**src/rtl/life_gen_scheduler_pkg.sv**
```systemverilog
// Shared board geometry, scheduler states and the preset pattern for the
// 8x8 Game of Life board.
package life_pkg;

  localparam int BIT_WIDTH  = 3;
  localparam int BIT_HEIGHT = 3;
  localparam int ADDR_W     = BIT_WIDTH + BIT_HEIGHT;
  localparam int CELLS      = 1 << ADDR_W;
  localparam int CNT_W      = ADDR_W + 1;

  typedef enum logic [1:0] {
    IDLE    = 2'd0,
    LOAD    = 2'd1,
    COPY    = 2'd2,
    COMPUTE = 2'd3
  } state_e;

  // Glider in the top-left corner plus a blinker on the right-hand side.
  localparam logic [CELLS-1:0] PRESET = 64'h0000_7000_0007_0402;

  function automatic logic preset_bit(input logic [ADDR_W-1:0] addr);
    return PRESET[addr];
  endfunction

endpackage

```
**src/rtl/life_gen_scheduler_if.sv**
```systemverilog
// Control/status bundle between a host (frame timing, user buttons) and the
// generation scheduler, including the board-side strobes it drives.
interface life_gen_scheduler_if #(
  parameter int SPEED_W = 3,
  parameter int GEN_W   = 16
);
  import life_pkg::*;

  logic               frame_tick;
  logic               run;
  logic               step;
  logic               reload;
  logic [SPEED_W-1:0] speed;

  logic [ADDR_W-1:0]  cell_addr;
  logic [ADDR_W-1:0]  nbr_addr;
  logic               load_en;
  logic               copy_en;
  logic               wr_en;
  logic               disp_sel;
  logic               busy;
  logic               gen_done;
  logic               overrun;
  logic [GEN_W-1:0]   gen_count;

  modport master (
    output frame_tick, run, step, reload, speed,
    input  cell_addr, nbr_addr, load_en, copy_en, wr_en, disp_sel,
    input  busy, gen_done, overrun, gen_count
  );

  modport slave (
    input  frame_tick, run, step, reload, speed,
    output cell_addr, nbr_addr, load_en, copy_en, wr_en, disp_sel,
    output busy, gen_done, overrun, gen_count
  );

endinterface

```
**src/rtl/life_gen_scheduler_frame_divider.sv**
```systemverilog
// Frame divider: counts idle frame ticks and flags when a free-running
// generation is due (every speed+1 frames while run is high).
module life_frame_divider #(
  parameter int SPEED_W = 3
) (
  input  logic               clk,
  input  logic               rst_n,
  input  logic               tick,
  input  logic               run,
  input  logic               clr,
  input  logic               hold,
  input  logic [SPEED_W-1:0] speed,
  output logic               gen_due
);

  logic [SPEED_W-1:0] frame_cnt_q;
  logic [SPEED_W-1:0] frame_cnt_d;

  // >= rather than == so a lowered speed applies on the very next tick.
  assign gen_due = tick & ~clr & ~hold & run & (frame_cnt_q >= speed);

  always_comb begin
    frame_cnt_d = frame_cnt_q;
    if (tick) begin
      if (clr) begin
        frame_cnt_d = '0;
      end else if (!hold && run) begin
        if (frame_cnt_q >= speed) frame_cnt_d = '0;
        else                      frame_cnt_d = frame_cnt_q + SPEED_W'(1);
      end
    end
  end

  always_ff @(posedge clk or negedge rst_n) begin
    if (!rst_n) frame_cnt_q <= '0;
    else        frame_cnt_q <= frame_cnt_d;
  end

endmodule

```
**src/rtl/life_gen_scheduler.sv**
```systemverilog
// Generation scheduler: on each frame tick chooses reload / generation / idle
// and sequences the board through LOAD, COPY and COMPUTE address sweeps.
module life_gen_scheduler
  import life_pkg::*;
#(
  parameter int SPEED_W = 3,
  parameter int GEN_W   = 16
) (
  input logic                 clk,
  input logic                 rst_n,
  life_gen_scheduler_if.slave bus
);

  localparam logic [CNT_W-1:0] CNT_LAST = CNT_W'(CELLS - 1);
  localparam logic [CNT_W-1:0] CNT_END  = CNT_W'(CELLS);
  localparam logic [CNT_W-1:0] CNT_ONE  = CNT_W'(1);

  state_e             state_q,       state_d;
  logic [CNT_W-1:0]   cnt_q,         cnt_d;
  logic               step_pend_q,   step_pend_d;
  logic               reload_pend_q, reload_pend_d;
  logic [GEN_W-1:0]   gen_count_q,   gen_count_d;
  logic [ADDR_W-1:0]  cell_addr_q,   cell_addr_d;
  logic [ADDR_W-1:0]  nbr_addr_q,    nbr_addr_d;
  logic               load_en_q,     load_en_d;
  logic               copy_en_q,     copy_en_d;
  logic               wr_en_q,       wr_en_d;
  logic               disp_sel_q,    disp_sel_d;
  logic               busy_q,        busy_d;
  logic               gen_done_q,    gen_done_d;
  logic               overrun_q,     overrun_d;

  logic               tick_idle;
  logic               gen_due;

  assign tick_idle = bus.frame_tick & (state_q == IDLE);

  life_frame_divider #(
    .SPEED_W (SPEED_W)
  ) u_div (
    .clk     (clk),
    .rst_n   (rst_n),
    .tick    (tick_idle),
    .run     (bus.run),
    .clr     (reload_pend_q),
    .hold    (step_pend_q),
    .speed   (bus.speed),
    .gen_due (gen_due)
  );

  always_comb begin
    state_d       = state_q;
    cnt_d         = cnt_q;
    step_pend_d   = step_pend_q | bus.step;
    reload_pend_d = reload_pend_q | bus.reload;
    gen_count_d   = gen_count_q;

    case (state_q)
      IDLE: begin
        if (tick_idle) begin
          if (reload_pend_q) begin
            state_d       = LOAD;
            cnt_d         = '0;
            reload_pend_d = bus.reload;
          end else if (step_pend_q) begin
            state_d     = COPY;
            cnt_d       = '0;
            step_pend_d = bus.step;
          end else if (gen_due) begin
            state_d = COPY;
            cnt_d   = '0;
          end
        end
      end
      LOAD: begin
        cnt_d = cnt_q + CNT_ONE;
        if (cnt_q == CNT_LAST) begin
          state_d     = IDLE;
          cnt_d       = '0;
          gen_count_d = '0;
        end
      end
      COPY: begin
        cnt_d = cnt_q + CNT_ONE;
        if (cnt_q == CNT_LAST) begin
          state_d = COMPUTE;
          cnt_d   = '0;
        end
      end
      COMPUTE: begin
        cnt_d = cnt_q + CNT_ONE;
        if (cnt_q == CNT_END) begin
          state_d     = IDLE;
          cnt_d       = '0;
          gen_count_d = gen_count_q + GEN_W'(1);
        end
      end
      default: begin
        state_d = IDLE;
        cnt_d   = '0;
      end
    endcase

    // Board strobes are decoded from the next state so they leave a flop.
    cell_addr_d = '0;
    nbr_addr_d  = '0;
    load_en_d   = 1'b0;
    copy_en_d   = 1'b0;
    wr_en_d     = 1'b0;
    disp_sel_d  = 1'b0;
    busy_d      = (state_d != IDLE);
    gen_done_d  = (state_q == COMPUTE) && (cnt_q == CNT_END);
    overrun_d   = bus.frame_tick && (state_q != IDLE);

    case (state_d)
      LOAD: begin
        load_en_d   = 1'b1;
        cell_addr_d = cnt_d[ADDR_W-1:0];
      end
      COPY: begin
        copy_en_d   = 1'b1;
        cell_addr_d = cnt_d[ADDR_W-1:0];
      end
      COMPUTE: begin
        // Cycle 0 only primes the neighbour pipeline; the write address
        // trails the lookahead address by one cell.
        disp_sel_d = 1'b1;
        if (cnt_d != '0) begin
          wr_en_d     = 1'b1;
          cell_addr_d = cnt_d[ADDR_W-1:0] - ADDR_W'(1);
        end
        if (cnt_d <= CNT_LAST) nbr_addr_d = cnt_d[ADDR_W-1:0];
      end
      default: ;
    endcase
  end

  always_ff @(posedge clk or negedge rst_n) begin
    if (!rst_n) begin
      state_q       <= IDLE;
      cnt_q         <= '0;
      step_pend_q   <= 1'b0;
      reload_pend_q <= 1'b0;
      gen_count_q   <= '0;
      cell_addr_q   <= '0;
      nbr_addr_q    <= '0;
      load_en_q     <= 1'b0;
      copy_en_q     <= 1'b0;
      wr_en_q       <= 1'b0;
      disp_sel_q    <= 1'b0;
      busy_q        <= 1'b0;
      gen_done_q    <= 1'b0;
      overrun_q     <= 1'b0;
    end else begin
      state_q       <= state_d;
      cnt_q         <= cnt_d;
      step_pend_q   <= step_pend_d;
      reload_pend_q <= reload_pend_d;
      gen_count_q   <= gen_count_d;
      cell_addr_q   <= cell_addr_d;
      nbr_addr_q    <= nbr_addr_d;
      load_en_q     <= load_en_d;
      copy_en_q     <= copy_en_d;
      wr_en_q       <= wr_en_d;
      disp_sel_q    <= disp_sel_d;
      busy_q        <= busy_d;
      gen_done_q    <= gen_done_d;
      overrun_q     <= overrun_d;
    end
  end

  assign bus.cell_addr = cell_addr_q;
  assign bus.nbr_addr  = nbr_addr_q;
  assign bus.load_en   = load_en_q;
  assign bus.copy_en   = copy_en_q;
  assign bus.wr_en     = wr_en_q;
  assign bus.disp_sel  = disp_sel_q;
  assign bus.busy      = busy_q;
  assign bus.gen_done  = gen_done_q;
  assign bus.overrun   = overrun_q;
  assign bus.gen_count = gen_count_q;

endmodule

```
**src/flat_wrapper.sv**
```systemverilog
// flat-port wrapper written by rule: the top's interface ports become plain ports
module life_gen_scheduler_flat import life_pkg::*;
#(
  parameter int SPEED_W = 3,
  parameter int GEN_W   = 16
)
  (clk, rst_n, bus_frame_tick, bus_run, bus_step, bus_reload, bus_speed, bus_cell_addr, bus_nbr_addr, bus_load_en, bus_copy_en, bus_wr_en, bus_disp_sel, bus_busy, bus_gen_done, bus_overrun, bus_gen_count);
  life_gen_scheduler_if #(.SPEED_W(SPEED_W), .GEN_W(GEN_W)) bus_i ();
  input logic clk;
  input logic rst_n;
  input wire logic [$bits(bus_i.frame_tick)-1:0] bus_frame_tick;
  input wire logic [$bits(bus_i.run)-1:0] bus_run;
  input wire logic [$bits(bus_i.step)-1:0] bus_step;
  input wire logic [$bits(bus_i.reload)-1:0] bus_reload;
  input wire logic [$bits(bus_i.speed)-1:0] bus_speed;
  output wire logic [$bits(bus_i.cell_addr)-1:0] bus_cell_addr;
  output wire logic [$bits(bus_i.nbr_addr)-1:0] bus_nbr_addr;
  output wire logic [$bits(bus_i.load_en)-1:0] bus_load_en;
  output wire logic [$bits(bus_i.copy_en)-1:0] bus_copy_en;
  output wire logic [$bits(bus_i.wr_en)-1:0] bus_wr_en;
  output wire logic [$bits(bus_i.disp_sel)-1:0] bus_disp_sel;
  output wire logic [$bits(bus_i.busy)-1:0] bus_busy;
  output wire logic [$bits(bus_i.gen_done)-1:0] bus_gen_done;
  output wire logic [$bits(bus_i.overrun)-1:0] bus_overrun;
  output wire logic [$bits(bus_i.gen_count)-1:0] bus_gen_count;
  assign bus_i.frame_tick = bus_frame_tick;
  assign bus_i.run = bus_run;
  assign bus_i.step = bus_step;
  assign bus_i.reload = bus_reload;
  assign bus_i.speed = bus_speed;
  assign bus_cell_addr = bus_i.cell_addr;
  assign bus_nbr_addr = bus_i.nbr_addr;
  assign bus_load_en = bus_i.load_en;
  assign bus_copy_en = bus_i.copy_en;
  assign bus_wr_en = bus_i.wr_en;
  assign bus_disp_sel = bus_i.disp_sel;
  assign bus_busy = bus_i.busy;
  assign bus_gen_done = bus_i.gen_done;
  assign bus_overrun = bus_i.overrun;
  assign bus_gen_count = bus_i.gen_count;
  life_gen_scheduler #(.SPEED_W(SPEED_W), .GEN_W(GEN_W)) u_core (.clk(clk), .rst_n(rst_n), .bus(bus_i));
endmodule
```
**config.mk**
```make
export PLATFORM = sky130hd
export DESIGN_NAME = life_gen_scheduler_flat
export DESIGN_NICKNAME = d
export VERILOG_FILES = /design/src/rtl/life_gen_scheduler_pkg.sv /design/src/rtl/life_gen_scheduler_if.sv /design/src/rtl/life_gen_scheduler_frame_divider.sv /design/src/rtl/life_gen_scheduler.sv /design/src/flat_wrapper.sv
export SDC_FILE = /design/constraint.sdc
export NUM_CORES = 1
export LEC_CHECK = 0
export CAP_MARGIN = 20
export CORE_MARGIN = 5
export CORE_UTILIZATION = 54
export CTS_CLUSTER_SIZE = 10
export DETAILED_ROUTE_END_ITERATION = 6
export GPL_TIMING_DRIVEN = 0
export PLACE_DENSITY_LB_ADDON = 0.3
export SYNTH_ARGS = -nofsm -noshare
export SYNTH_HDL_FRONTEND = slang
export SYNTH_SLANG_ARGS = --single-unit
```
**constraint.sdc**
```tcl
create_clock -name clk -period 3.3 [get_ports clk]
set_clock_uncertainty 0.05 [all_clocks]
set_input_delay 0.99 -clock clk [delete_from_list [all_inputs] [get_ports clk]]
set_output_delay 0.99 -clock clk [all_outputs]
set_load 0.005 [all_outputs]
```
==> results of run 1 <==
## worst max-delay path, stage by stage
cell and delay (ps):
sky130_fd_sc_hd__clkdlybuf4s50_1 470, sky130_fd_sc_hd__inv_2 50, sky130_fd_sc_hd__ha_4 260, sky130_fd_sc_hd__nand2_4 60
sky130_fd_sc_hd__o2111ai_4 250, sky130_fd_sc_hd__buf_4 190, sky130_fd_sc_hd__nand2_4 80, sky130_fd_sc_hd__a221oi_4 350
sky130_fd_sc_hd__inv_2 120, sky130_fd_sc_hd__or4_4 500, sky130_fd_sc_hd__o221ai_2 140
## repair_timing
action / CTS / global route
hold buffers: 0 / 0
setup endpoints to repair: 13 / 13
pin swaps: 8 / 24
setup buffers: 9 / 10
resized for setup: 26 / 36
## logic make-up (layout without fill, tap and decap cells)
kind of cell | Yosys count | count (layout) | share of synthesized area
flip-flops | 49 | 49 | 0.447
multiplexers | 3 | 3 | 0.0114
buffers and inverters | 29 | 100 | 0.0447
adder cells (fa/ha/maj) | 19 | 19 | 0.0867
AND/OR/NAND/NOR | 105 | 105 | 0.194
AO/OA/AOI/OAI | 62 | 62 | 0.181
XOR/XNOR | 11 | 11 | 0.0351
## registers in the layout, indices dropped and copies added, names as in the netlist, 2 cells and up
signal and cells:
u_core.cnt_q 7, u_core.state_q 2, u_core.bus.cell_addr 6, u_core.bus.gen_count 16, u_core.u_div.frame_cnt_q 3, u_core.bus.nbr_addr 6
## through the flow
step           total power, mW  utilization
2_1_floorplan            0.617            -
3_3_place_gp             0.640        0.651
3_5_place_dp             0.643        0.654
4_1_cts                   1.01        0.710
5_1_grt                   1.05        0.760
6_report                  1.01        0.760
## area by class of cell
class                           count  share of cell area
Multi-Input combinational cell    200               0.436
Sequential cell                    49               0.322
Timing Repair Buffer               63               0.162
Inverter                           24              0.0237
Tap cell                           70              0.0230
Clock buffer                        6              0.0217
Buffer                              5             0.00854
Clock inverter                      2             0.00361
## worst min path at each step
| stage | endpoint | slack [ps] | depth (start not counted) |
|---|---|---|---|
| floorplan | u_core.u_div.frame_cnt_q[2] | 400 | 1 |
| global placement | u_core.u_div.frame_cnt_q[2] | 430 | 1 |
| detailed placement | u_core.u_div.frame_cnt_q[2] | 460 | 1 |
| CTS | u_core.u_div.frame_cnt_q[0] | 480 | 1 |
| global route | u_core.u_div.frame_cnt_q[0] | 520 | 1 |
| finish | u_core.u_div.frame_cnt_q[0] | 480 | 1 |
## per-layer routing
metal / vias up / GRT usage / wire length (um)
met5: - / 0 / 0
met4: 0 / 0.0912 / 176
met3: 19 / 0.0477 / 334
met2: 85 / 0.346 / 3610
met1: 1164 / 0.262 / 2840
li1: 1121 / - / -
## layout by cell type (no fill, tap or decap), types with 4 or more instances in the layout
master and count:
sky130_fd_sc_hd__a211oi_1 5, sky130_fd_sc_hd__a21oi_1 5, sky130_fd_sc_hd__a21oi_2 6, sky130_fd_sc_hd__a21oi_4 5, sky130_fd_sc_hd__and2_1 6, sky130_fd_sc_hd__and3_1 8, sky130_fd_sc_hd__buf_4 16, sky130_fd_sc_hd__buf_6 4
sky130_fd_sc_hd__clkbuf_8 6, sky130_fd_sc_hd__clkdlybuf4s50_1 40, sky130_fd_sc_hd__dfrtp_1 49, sky130_fd_sc_hd__ha_1 13, sky130_fd_sc_hd__ha_4 5, sky130_fd_sc_hd__inv_1 15, sky130_fd_sc_hd__inv_2 9, sky130_fd_sc_hd__nand2_1 27
sky130_fd_sc_hd__nand3_1 5, sky130_fd_sc_hd__nand3_2 4, sky130_fd_sc_hd__nand4_1 6, sky130_fd_sc_hd__nor2_1 20, sky130_fd_sc_hd__o21ai_0 11, sky130_fd_sc_hd__o32ai_2 4, sky130_fd_sc_hd__xnor2_1 5, sky130_fd_sc_hd__xor2_1 6
## power by group through the flow
stage / clock network, mW / logic (mW) / registers, mW
after floorplan: 0 / 0.00375 / 0.613
after global placement: 0 / 0.0274 / 0.613
after detailed placement: 0 / 0.0302 / 0.613
after CTS: 0.379 / 0.0338 / 0.601
after global routing: 0.410 / 0.0421 / 0.601
final: 0.375 / 0.0375 / 0.601
==> metrics.cfg, run 1 <==
[run_status]
status = finished, final reports clean

[timing]
hold_slack_ps = 481
post-route-period-util = 0.996
timing.max_slew.rel_slack = 0.615
finalMaxSlewViolations = 0
timing.setup.tns_ps = 0
setup_violations = 0
worst-slew-pin-transition_ps = 569
setup_ws_ps = 11.7
finalCriticalPeriod_ps = 3290
fmaxAchievable_mhz = 304
grt_setup_unrepaired = yes
report.final.hold_viol_count = 0

[yosys]
synthesis.nets = 306
ys_seq_elements = 49
postSynthAreaPerCell_sq_um = 9.86
yosys.area.top_type_share = 0.447
synth_edf_count = 0
synth_flop_type = sky130_fd_sc_hd__dfrtp_1
synth.yosys.warnings = 0
synth_cells = 278
synth_top_cells_by_count = sky130_fd_sc_hd__dfrtp_1, sky130_fd_sc_hd__nand2_1, sky130_fd_sc_hd__inv_1, sky130_fd_sc_hd__nor2_1, sky130_fd_sc_hd__ha_1
synth-async-reset-ratio = 1.00
netlist.top_cell.by_area = sky130_fd_sc_hd__dfrtp_1
most_frequently_used_cell_type_in_the_post_synthesis_netlist = sky130_fd_sc_hd__dfrtp_1
synth-seq-area-share = 0.447
cell_types_occupying_the_most_area_after_synthesis = sky130_fd_sc_hd__dfrtp_1, sky130_fd_sc_hd__ha_1, sky130_fd_sc_hd__nand2_1
distinct_cells_synth = 53
syn_area_sq_mm = 0.00274

[clocking]
clock_path_buffers = 2
clock_sink_count = 49
cts_htree_levels = 2
cts_tree = done
ctsRootBufferMaster = sky130_fd_sc_hd__clkbuf_8
cts_buffers = 5
worstSkewPairLatency_ps = 310
cts.clk_slew.worst_paths_ps = 90

[critical_path]
cp-startpoint = bus_speed[1]
crit-reg2reg-capture = u_core.bus.cell_addr[2]
ff_to_ff_path_depth = 12
r2r_start = u_core.state_q[0]
cp_data_required_time_ps = 3480
cp_data_arrival_time_ps = 3470
setup.worst_path.end_class = flop
crit_path_start_kind = primary input
path_class = primary input to flop
endpoint = u_core.bus.cell_addr[3]
crit_fanout = 5
r2r_setup_slack_ps = 490

[global_route]
grt.overflow.total = 0
first_global_vias = 2331
grt_start_max_net_pins = 28
antenna_violations_before_repair = 0
grt_pass1_wl_um = 10800
gr-usage-all-layers = 0.209

[place]
area_of_placed_instances_sq_mm = 0.00327
hpwlAfterDp_um = 4390
placement.io_buffers = 43
post-place-cells = 392
gp_routability_congestion = 0.895
placement_stage_worst_setup_slack_ps = -847

[power]
p_int_uw = 788
p_sw_frac = 0.222
net_load_switching_power_uw = 225
logic_pwr_share = 0.037
power_leakage_nw = 1.67
p_seq_frac = 0.593
power-per-cell-area_mw_per_mm2 = 266
pwr-share-clk = 0.370
irDropWorstVdd_mv = 0.196

[routing]
initialDrtViolationCount = 150
final_ant_viol_nets = 0
wire_per_inst_um = 16.6
route.detailed.drc = 0
wirelength_um = 6960
routed-via-count = 2389
detailedRoute.firstPassIterationCount = 4
vias_per_cell = 5.70

[hold_path]
holdCritStartpoint = u_core.u_div.frame_cnt_q[0]
timing.hold.worst.class = flop to flop

[die]
ioPinCount = 44
die_y_um = 81.3
start_util = 0.547
design.die.area_sq_mm = 0.00660
design.core.area_sq_mm = 0.00501
floorplan.rows = 26
die_width_um = 81.3

[cells_and_area]
finish.net_count = 376
area.sequential_sq_mm = 0.00123
final_cells = 419
design_area_final_sq_mm = 0.00381
number_of_antenna_repair_diodes = 0
multi_input_area_sq_mm = 0.00166
layout-area-overhead-vs-synth_pct = 38.9
nFillCells = 358
drive_gt1_frac = 0.266

[job]
maxCapViolCount = 0

(Power assumes the default switching activity.)
==> run 2: changes to the inputs <==
--- a/config.mk
+++ b/config.mk
@@ -6,7 +6,6 @@
 export NUM_CORES = 1
 export LEC_CHECK = 0
 export CAP_MARGIN = 20
-export CORE_MARGIN = 5
 export CORE_UTILIZATION = 54
 export CTS_CLUSTER_SIZE = 10
 export DETAILED_ROUTE_END_ITERATION = 6
==> run 2 against run 1 <==
Hold slack improved by 18 ps. Core utilization grew 1.9 points. Critical path depth fell by 2. Sequential share of layout area increased by 0.46 points. Cell count down 0.95%. Clock power is 6.1% lower. Worst setup slack gained 40 ps. Sequential power is essentially flat. First-iteration DRC count rose by 18%. Cell area is 1.4% lower. Critical path type unchanged.
==> metrics.cfg, run 2 (synthesis gave the netlist of run 1 again) <==
[clocking]
cts_buffers = 5
cts_htree_levels = 2
cts.clk_slew.worst_paths_ps = 80
clock_path_buffers = 2
ctsRootBufferMaster = sky130_fd_sc_hd__clkbuf_8
cts_tree = done
clock_sink_count = 49
worstSkewPairLatency_ps = 300

[timing]
finalCriticalPeriod_ps = 3250
fmaxAchievable_mhz = 308
worst-slew-pin-transition_ps = 570
setup_violations = 0
post-route-period-util = 0.984
report.final.hold_viol_count = 0
timing.max_slew.rel_slack = 0.615
finalMaxSlewViolations = 0

[place]
post-place-cells = 389
placement.io_buffers = 43
gp_routability_congestion = 0.933
hpwlAfterDp_um = 4140

[cells_and_area]
drive_gt1_frac = 0.250
layout.cells.most_common = sky130_fd_sc_hd__dfrtp_1
final_cells = 415
number_of_antenna_repair_diodes = 0
nFillCells = 323
largest_register_ffs = 16
highest_count_cells_in_the_layout_ignoring_fill_and_taps = sky130_fd_sc_hd__dfrtp_1, sky130_fd_sc_hd__clkdlybuf4s50_1, sky130_fd_sc_hd__nand2_1
finish.net_count = 376
layout-area-overhead-vs-synth_pct = 37.0

[critical_path]
crit_path_start_kind = primary input
crit_fanout = 7
cp_data_arrival_time_ps = 3370
cp_data_required_time_ps = 3420
setup.worst_path.end_class = flop
path_class = primary input to flop

[power]
irDropWorstVdd_mv = 0.241
power_leakage_nw = 1.65
totalPowerFinal_uw = 991
power-per-cell-area_mw_per_mm2 = 264

[routing]
route.detailed.drc = 0
initialDrtViolationCount = 177
final_ant_viol_nets = 0
wirelength_um = 6490
wl_met1_um = 2740
vias_per_cell = 5.77
topRoutingLayerUsed = met4
routed-via-count = 2396
detailedRoute.firstPassIterationCount = 4
wire_per_inst_um = 15.6
detailroute.wirelength.met3_um = 346
wl_met2_um = 3150

[global_route]
first_global_vias = 2194
grt_pass1_wl_um = 9850
gr-usage-all-layers = 0.239
grt_start_max_net_pins = 31
grt.overflow.total = 0
antenna_violations_before_repair = 0

[die]
start_util = 0.569
floorplan.rows = 25
ioPinCount = 44
design.die.area_sq_mm = 0.00537
die_y_um = 73.3
die_width_um = 73.3
design.core.area_sq_mm = 0.00482

[job]
maxCapViolCount = 0

[hold_path]
timing.hold.worst.class = flop to flop

[run_status]
status = finished, final reports clean

==> run 2: layout make-up <==
| class | instances | area, sq um | area share |
|---|---|---|---|
| well taps | 67 | 83.8 | 0.0223 |
| multi-input cells | 200 | 1630 | 0.435 |
| plain buffers | 5 | 32.5 | 0.00866 |
| flip-flops and latches | 49 | 1230 | 0.327 |
| repair buffers | 63 | 601 | 0.160 |
| clock buffers | 6 | 82.6 | 0.0220 |
| clock inverters | 1 | 7.51 | 0.00200 |
| inverters | 24 | 90.1 | 0.0240 |
==> run 2: layer usage <==
metal | up-vias | GRT usage
met4 | 0 | 0.102
met2 | 92 | 0.407
met3 | 28 | 0.0370
met5 | - | 0
li1 | 1123 | -
met1 | 1153 | 0.300
==> run 2: power breakdown <==
group	total [mW]	switching [mW]	internal [mW]
clock	0.352	0.187	0.166
combinational	0.0380	0.0206	0.0174
sequential	0.600	0.000120	0.600
total	0.991	0.207	0.784
==> run 2: path summary, 6_finish.rpt <==
check                                            start  cells after the start  slack, ps                          end
setup / recovery                        bus_frame_tick                      9         50      u_core.bus.cell_addr[2]
hold / removal             u_core.u_div.frame_cnt_q[0]                      1        500  u_core.u_div.frame_cnt_q[0]
setup reg to reg                     u_core.state_q[0]                     14        470      u_core.bus.cell_addr[2]
hold reg to reg            u_core.u_div.frame_cnt_q[0]                      1        500  u_core.u_div.frame_cnt_q[0]
max in group asynchronous                        rst_n                      2       2110       u_core.bus.nbr_addr[5]
min in group asynchronous                        rst_n                      1        590  u_core.u_div.frame_cnt_q[0]
==> run 2: through the flow <==
| stage | worst slack (ps) | utilization | setup TNS [ps] | instance area [sq um] | hold WS (ps) |
|---|---|---|---|---|---|
| finish | 51.5 | 0.779 | 0 | 3750 | 499 |
| global route | -38.2 | 0.779 | -110 | 3750 | 517 |
| CTS | -7.79 | 0.721 | -7.79 | 3470 | 490 |
| detailed placement | -848 | 0.679 | -8530 | 3270 | 441 |
| global placement | -754 | 0.676 | -15830 | 3260 | 432 |
| floorplan | 2.16 | - | 0 | 2740 | 404 |
==> run 2: worst max-delay path, stage by stage <==
cell	delay, ps
sky130_fd_sc_hd__clkdlybuf4s50_1	520
sky130_fd_sc_hd__nand2_1	180
sky130_fd_sc_hd__a21oi_2	420
sky130_fd_sc_hd__nand2_4	150
sky130_fd_sc_hd__a21oi_1	310
sky130_fd_sc_hd__nand3_2	160
sky130_fd_sc_hd__o41ai_4	340
sky130_fd_sc_hd__buf_4	210
sky130_fd_sc_hd__o32ai_2	80
==> run 2: timing repair <==
item	4_1_cts	5_1_grt
hold buffers	0	0
pin swaps	5	30
endpoints found under the setup margin	13	13
resized for setup	15	41
buffers inserted	7	12
